**src/rtl/clock_set_controller.sv**
```systemverilog
// Digital clock mode/time-setting controller: two conditioned push buttons, a 1 s
// prescaler, and a RUN/SET_HR/SET_MIN FSM driving the HH:MM:SS counters.

module btn_cond #(
  parameter int DEBOUNCE_CYC = 50_000
) (
  input  logic clk,
  input  logic rst,
  input  logic raw,
  output logic press
);
  localparam int CW = (DEBOUNCE_CYC > 2) ? $clog2(DEBOUNCE_CYC) : 1;

  logic [1:0]    sync;
  logic          lvl, lvl_d;
  logic [CW-1:0] cnt;

  // Flip on the DEBOUNCE_CYC-th consecutive mismatching cycle, so cnt never holds DEBOUNCE_CYC
  always_ff @(posedge clk or posedge rst) begin
    if (rst) begin
      sync  <= '0;
      lvl   <= 1'b0;
      lvl_d <= 1'b0;
      cnt   <= '0;
    end else begin
      sync  <= {sync[0], raw};
      lvl_d <= lvl;
      if (sync[1] == lvl) begin
        cnt <= '0;
      end else if (cnt == CW'(DEBOUNCE_CYC - 1)) begin
        cnt <= '0;
        lvl <= ~lvl;
      end else begin
        cnt <= cnt + 1'b1;
      end
    end
  end

  assign press = lvl & ~lvl_d;
endmodule

module clock_set_controller #(
  parameter int TICK_DIV     = 5_000_000,
  parameter int DEBOUNCE_CYC = 50_000
) (
  input  logic       clk_5MHz,
  input  logic       i_rst,
  input  logic       i_mode_btn,
  input  logic       i_inc_btn,
  output logic [4:0] o_hour,
  output logic [5:0] o_min,
  output logic [5:0] o_sec,
  output logic [1:0] o_mode,
  output logic       o_tick,
  output logic       o_blink
);
  localparam int NUM_BTN = 2;
  localparam int PW      = $clog2(TICK_DIV);
  localparam int HALF    = TICK_DIV / 2;
  localparam int BW      = (HALF > 2) ? $clog2(HALF) : 1;

  typedef enum logic [1:0] {
    RUN     = 2'd0,
    SET_HR  = 2'd1,
    SET_MIN = 2'd2
  } state_t;

  state_t               state, state_nxt;
  logic [NUM_BTN-1:0]   raw_btn, press;
  logic                 mode_p, inc_p;
  logic [PW-1:0]        presc;
  logic [BW-1:0]        bcnt;

  assign raw_btn = {i_inc_btn, i_mode_btn};

  for (genvar i = 0; i < NUM_BTN; i++) begin : g_btn
    btn_cond #(.DEBOUNCE_CYC(DEBOUNCE_CYC)) u_btn (
      .clk  (clk_5MHz),
      .rst  (i_rst),
      .raw  (raw_btn[i]),
      .press(press[i])
    );
  end

  assign mode_p = press[0];
  assign inc_p  = press[1] & ~press[0];

  always_ff @(posedge clk_5MHz or posedge i_rst) begin
    if (i_rst) state <= RUN;
    else       state <= state_nxt;
  end

  always_comb begin
    state_nxt = state;
    if (mode_p) begin
      case (state)
        RUN:     state_nxt = SET_HR;
        SET_HR:  state_nxt = SET_MIN;
        default: state_nxt = RUN;
      endcase
    end
  end

  assign o_mode = state;

  always_ff @(posedge clk_5MHz or posedge i_rst) begin
    if (i_rst) begin
      o_hour  <= '0;
      o_min   <= '0;
      o_sec   <= '0;
      o_tick  <= 1'b0;
      o_blink <= 1'b0;
      presc   <= '0;
      bcnt    <= '0;
    end else begin
      o_tick <= 1'b0;
      if (mode_p) begin
        presc   <= '0;
        bcnt    <= '0;
        o_blink <= (state_nxt != RUN);
        if (state == SET_MIN) o_sec <= '0;
      end else begin
        case (state)
          RUN: begin
            o_blink <= 1'b0;
            bcnt    <= '0;
            if (presc == PW'(TICK_DIV - 1)) begin
              presc  <= '0;
              o_tick <= 1'b1;
              if (o_sec == 6'd59) begin
                o_sec <= '0;
                if (o_min == 6'd59) begin
                  o_min  <= '0;
                  o_hour <= (o_hour == 5'd23) ? 5'd0 : o_hour + 5'd1;
                end else begin
                  o_min <= o_min + 6'd1;
                end
              end else begin
                o_sec <= o_sec + 6'd1;
              end
            end else begin
              presc <= presc + 1'b1;
            end
          end
          default: begin
            if (bcnt == BW'(HALF - 1)) begin
              bcnt    <= '0;
              o_blink <= ~o_blink;
            end else begin
              bcnt <= bcnt + 1'b1;
            end
            if (inc_p && state == SET_HR)
              o_hour <= (o_hour == 5'd23) ? 5'd0 : o_hour + 5'd1;
            if (inc_p && state == SET_MIN)
              o_min <= (o_min == 6'd59) ? 6'd0 : o_min + 6'd1;
          end
        endcase
      end
    end
  end
endmodule

```
**config.mk**
```make
export PLATFORM = sky130hd
export DESIGN_NAME = clock_set_controller
export DESIGN_NICKNAME = d
export VERILOG_FILES = /design/src/rtl/clock_set_controller.sv
export SDC_FILE = /design/constraint.sdc
export NUM_CORES = 1
export LEC_CHECK = 0
export ABC_AREA = 1
export CORE_UTILIZATION = 30
export DETAILED_ROUTE_END_ITERATION = 10
export PLACE_DENSITY = 0.52
export REMOVE_ABC_BUFFERS = 1
export SLEW_MARGIN = 20
export SYNTH_ARGS = -nofsm -noshare
export SYNTH_HDL_FRONTEND = slang
export SYNTH_SLANG_ARGS = --single-unit
```
**constraint.sdc**
```tcl
create_clock -name clk_5MHz -period 5.28 [get_ports clk_5MHz]
set_clock_uncertainty 0.1 [all_clocks]
set_input_delay 1.056 -clock clk_5MHz [delete_from_list [all_inputs] [get_ports clk_5MHz]]
set_output_delay 1.056 -clock clk_5MHz [all_outputs]
set_load 0.05 [all_outputs]
```
==> results of run 1 <==
worst register-to-register path, delay by kind of cell (launching register included):
kind	cells	cell delay (ns)
AND/OR/NAND/NOR	6	1.09
flip-flops	1	0.45
AO/OA/AOI/OAI	1	0.15
buffers and inverters	1	0.09
logic make-up (layout without fill, tap and decap cells):
| family | Yosys count | in the layout | synth area share (%) |
|---|---|---|---|
| AND/OR/NAND/NOR | 491 | 491 | 38.5 |
| flip-flops | 106 | 106 | 44.3 |
| XOR/XNOR | 28 | 28 | 4.09 |
| adder cells (fa/ha/maj) | 8 | 8 | 1.67 |
| buffers and inverters | 100 | 134 | 6.58 |
| AO/OA/AOI/OAI | 50 | 50 | 4.87 |
layer usage:
layer / vias up / wire length [um] / GRT usage (%) / share of wire (%)
met2: 64 / 6020 / 23.0 / 46
met1: 2307 / 6480 / 19.1 / 50
met4: 0 / 143 / 4.26 / 1.1
li1: 2580 / - / - / -
met3: 9 / 435 / 2.90 / 3.3
met5: - / 0 / 0 / 0
sequential cells by signal, indices dropped and copies added (netlist names), 4 cells and up:
| register | flops |
|---|---|
| g_btn.u_btn.sync | 4 |
| o_min | 6 |
| presc | 23 |
| o_sec | 6 |
| bcnt | 22 |
| g_btn.u_btn.cnt | 32 |
| o_hour | 5 |
layout by cell type, fill, tap and decap left out, types with 2 or more instances in the layout:
master and count:
nand3_2 6, nor3b_1 5, nand3_1 56, clkbuf_8 2, nor2_4 9, nand2_1 173
nand2_4 2, inv_1 81, clkdlybuf4s50_1 24, and3_1 3, dfrtp_1 106, ha_1 8
inv_2 10, buf_4 2, xor2_1 22, nor2_1 138, nor3_1 36, bufinv_16 2
clkbuf_16 9, xnor2_1 6, a21oi_1 17, nand3b_1 2, o21ai_0 15, nor4_1 4
nand4_1 26, nor3_2 5, clkbuf_1 2, nand2_2 11, o21ai_1 7, nor2_2 11
a31oi_1 3
per-stage QoR:
step,power (mW),instance area [um^2],cells
detailed placement,0.870,6530,1066
finish,1.60,6860,1082
global placement,0.870,6530,1066
floorplan,0.857,5940,775
global route,1.66,6860,1082
CTS,1.63,6860,1082
power breakdown:
group          internal [mW]  switching [mW]  leakage, nW
Clock                  0.444           0.303        0.160
Sequential             0.817         0.00316         1.45
Combinational        0.00751          0.0249         1.29
Total                   1.27           0.331         2.90
cell usage after synthesis, types with 9 or more instances:
cell | instances | area share [%]
nand2_1 | 173 | 11
nor2_1 | 138 | 8.6
dfrtp_1 | 106 | 44
inv_1 | 82 | 5.1
nand3_1 | 56 | 4.7
nor3_1 | 36 | 3.0
nand4_1 | 26 | 2.7
xor2_1 | 22 | 3.2
a21oi_1 | 17 | 1.4
o21ai_0 | 15 | 1.3
nand2_2 | 11 | 1.1
nor2_2 | 11 | 1.1
inv_2 | 10 | 0.63
nor2_4 | 9 | 1.7
area by class of cell:
type                    count  area [um^2]
fillers                  2090        12700
multi-input cells         577         2950
flip-flops and latches    106         2650
repair buffers             26          255
clock inverters             3         68.8
inverters                  92          348
clock buffers              13          260
well taps                 265          332
final timing paths:
kind | endpoint | slack, ns | cells after the start
setup / recovery | o_mode[1] | 2.44 | 1
hold / removal | g_btn[0].u_btn.sync[1]$_DFF_PP0_ | 0.27 | 0
setup reg to reg | presc[22]$_DFFE_PP0P_ | 3.32 | 8
hold reg to reg | g_btn[0].u_btn.sync[1]$_DFF_PP0_ | 0.27 | 0
max in group asynchronous | presc[14]$_DFFE_PP0P_ | 3.23 | 3
min in group asynchronous | g_btn[1].u_btn.cnt[15]$_DFF_PP0_ | 1.00 | 2
==> flow_summary.yaml, run 1 <==
outcome:
  status: "finished clean"
clocking:
  cts_buffers: 9
  clock_latency_ns: 0.35
  clock_path_buffers: 2
  cts_resized: 0
  clkSinkCount: 106
  cts_root_buffer: "clkbuf_16"
  cts_setup_buffers: 0
  path_clk_slew_ns: 0.07
  cts_tree: "done"
  holdBufCountCts: 0
  htree_levels: 3
die:
  die_h_um: 143
  die_area_um2: 20500
  die_w_um: 143
  ioPinCount: 25
  start_util_pct: 30.7
  rows: 51
  coreArea_um2: 19500
min_path:
  holdCritStartpoint: "g_btn[0].u_btn.sync[0]$_DFF_PP0_"
  hold_class: "reg -> reg"
detailed_routing:
  drt_iter0_drc: 300
  first_pass_iters: 4
  viasPerCell: 4.58
  wire_per_inst_um: 12.1
  vias: 4960
  ant_nets: 0
  wirelength_um: 13100
  drc_errors: 0
synthesis:
  yosysSeqAreaShare_pct: 44.3
  syn_inst: 783
  syn-cell-area_um2: 5990
  synth-edff-count: 0
  yosysWarnings: 0
  syn_avg_cell_area_um2: 7.65
  synth_seq_cells: 106
  synthFlopType: "dfrtp_1"
  async_reset_ff_share_pct: 100
  yosysUniqueCellTypes: 41
place:
  dp_hpwl_um: 9460
  place_ws_ns: 2.75
  port_buffers: 24
  place.gp.congestion: 0.793
critical_path:
  cp_max_fo: 5
  cp-startpoint: "o_mode[1]$_DFF_PP0_"
  cp-end-kind: "output pin"
  worstSetupPathType: "reg -> out"
  critical_path_arrival_ns: 1.68
  cp-start-kind: "flip-flop"
  cpMaxStageDelayCell: "clkdlybuf4s50_1"
  critPathMaxStageDelay_ns: 0.86
  cp_top_family: "buffers and inverters"
  required_ns: 4.12
  worst-path-buf-inv: 1
  r2r_start: "g_btn[0].u_btn.lvl_d$_DFF_PP0_"
  worstPathCellList: "clkdlybuf4s50_1"
timing:
  whs_ns: 0.268
  fmax_mhz: 353
  worst_pin_slew_ns: 0.663
  fin_tns_setup_ns: 0
  worst_slack_ns: 2.44
  period_share_pct: 53.7
  rsz0062_at_grt: "no"
  setup_violations: 0
  hold_violations: 0
  period_minus_slack_ns: 2.84
  slew_headroom_pct: 55.5
  slew_viol_final: 0
global_routing:
  grt_max_degree: 41
  grt_overflow_total: 0
  groute.usage.overall_pct: 14.2
  grt_pass1_vias: 4874
  grt_first_pass_wirelength_um: 23100
  antenna_found_initial: 0
power:
  power_density_nw_per_um2: 233
  p_leak_nw: 2.90
  peakVddDrop_mv: 0.143
layout:
  area_delta_synth_final_pct: 14.5
  layout-drive-gt1-share_pct: 9.42
  fin_util_pct: 35.1
  fin_nets: 824
  diodes: 0
flow_run:
  cap_viol_max_count: 0
(Power assumes the default switching activity.)
==> run 2, diff against run 1 <==
- PLACE_DENSITY: 0.52 -> 0.54
- clock period: 5.28 -> 2.4 ns (I/O delays scaled with it)
==> run 2 against run 1 <==
Against the previous run:
- sequential share of layout area shrank 0.36 points
- hold slack lost 0.0094 ns
- design area grew 0.95%
- sequential power grew 120%
- flip-flop and latch count is the same
- non-clock buffer count grew 5
- final cell count grew 0.46%
- die area is the same
- global-route usage shrank 0.34 points
- largest power group unchanged
- setup slack lost 2.3 ns
- total power grew 120%
- wire length is essentially flat
==> flow_summary.yaml, run 2 (synthesized netlist as in run 1, its figures left out) <==
clocking:
  clkSinkCount: 106
  cts_resized: 0
  cts_setup_buffers: 0
  htree_levels: 3
  clock_path_buffers: 2
  cts_buffers: 9
  holdBufCountCts: 0
  cts_root_buffer: "clkbuf_16"
  cts_tree: "done"
  clock_latency_ns: 0.36
  path_clk_slew_ns: 0.08
global_routing:
  antenna_found_initial: 0
  grt_overflow_total: 0
  groute.usage.overall_pct: 13.9
  grt_first_pass_wirelength_um: 22600
  grt_pass1_vias: 4714
  grt_max_degree: 34
timing:
  period_share_pct: 94.1
  fin_tns_setup_ns: 0
  period_minus_slack_ns: 2.26
  worst_pin_slew_ns: 0.561
  hold_violations: 0
  rsz0062_at_grt: "no"
  fmax_mhz: 443
  slew_viol_final: 0
  worst_slack_ns: 0.141
  setup_violations: 0
  slew_headroom_pct: 62.3
layout:
  final_common_cell: "nand2_1"
  fin_area_um2: 6930
  fin_util_pct: 35.5
  largest_registers: "g_btn.u_btn.cnt x32, presc x23, bcnt x22"
  area_delta_synth_final_pct: 15.6
  fin_nets: 829
  layout-drive-gt1-share_pct: 10.2
  layout_common_cells: "nand2_1 (173), nor2_1 (138), dfrtp_1 (106), inv_1 (81), nand3_1 (56)"
  diodes: 0
  largest-register: "g_btn.u_btn.cnt"
  largest_reg_flops: 32
die:
  die_h_um: 143
  rows: 51
  die_w_um: 143
  start_util_pct: 30.7
  coreArea_um2: 19500
  ioPinCount: 25
  die_area_um2: 20500
critical_path:
  critPathMaxStageDelay_ns: 0.87
  worstPathCellList: "clkdlybuf4s50_1"
  cp-end-kind: "output pin"
  cp_max_fo: 5
  worst-path-buf-inv: 1
  cpMaxStageDelayCell: "clkdlybuf4s50_1"
  cp_top_family: "buffers and inverters"
  worstSetupPathType: "reg -> out"
  critical_path_arrival_ns: 1.68
  required_ns: 1.82
  cp-start-kind: "flip-flop"
power:
  p_leak_nw: 2.94
  peakVddDrop_mv: 0.333
  power_density_nw_per_um2: 513
  power.total_mw: 3.55
detailed_routing:
  wirelength_um: 13100
  wire_per_inst_um: 12.0
  viasPerCell: 4.56
  first_pass_iters: 5
  ant_nets: 0
  vias: 4960
  drt_iter0_drc: 232
  drc_errors: 0
place:
  place.gp.congestion: 0.817
  place_ws_ns: 0.523
  port_buffers: 24
  dp_hpwl_um: 9460
  dpl_cell_area_um2: 6600
flow_run:
  cap_viol_max_count: 0
min_path:
  hold_class: "reg -> reg"
outcome:
  status: "finished clean"
[run 2: final timing paths]
| kind | start | to | slack (ns) | depth (start not counted) |
|---|---|---|---|---|
| worst max register to register | presc[1]$_DFFE_PP0P_ | presc[13]$_DFFE_PP0P_ | 0.57 | 6 |
| worst max-delay path | o_mode[0]$_DFF_PP0_ | o_mode[0] | 0.14 | 1 |
| worst min register to register | g_btn[1].u_btn.sync[0]$_DFF_PP0_ | g_btn[1].u_btn.sync[1]$_DFF_PP0_ | 0.26 | 0 |
| min in group asynchronous | i_rst | bcnt[21]$_DFF_PP0_ | 0.39 | 2 |
| max in group asynchronous | i_rst | o_tick$_DFF_PP0_ | 1.25 | 3 |
| worst min-delay path | g_btn[1].u_btn.sync[0]$_DFF_PP0_ | g_btn[1].u_btn.sync[1]$_DFF_PP0_ | 0.26 | 0 |
[run 2: routing by layer]
| metal | wire, um | vias to the layer above | track usage (%) |
|---|---|---|---|
| met5 | 0 | - | 0 |
| met4 | 195 | 0 | 4.48 |
| met3 | 423 | 16 | 2.73 |
| met2 | 5860 | 60 | 21.6 |
| met1 | 6610 | 2294 | 19.2 |
| li1 | - | 2590 | - |
[run 2: layout make-up]
| cell class | instances | area, um^2 |
|---|---|---|
| inverters | 92 | 348 |
| flip-flops and latches | 106 | 2650 |
| clock inverters | 7 | 106 |
| multi-input cells | 577 | 2950 |
| clock buffers | 9 | 225 |
| well taps | 265 | 332 |
| repair buffers | 31 | 318 |
| fillers | 2088 | 12600 |
[run 2: metrics by stage]
stage,hold slack [ns],cells
2_1_floorplan,0.231,775
3_3_place_gp,0.237,1071
3_5_place_dp,0.244,1071
4_1_cts,0.263,1087
5_1_grt,0.276,1087
6_report,0.259,1087
[run 2: where the power goes]
part	leakage (nW)	switching, mW	internal, mW	total (mW)
logic	1.32	0.0577	0.0242	0.0819
clock network	0.163	0.733	0.936	1.67
registers	1.45	0.00644	1.80	1.80
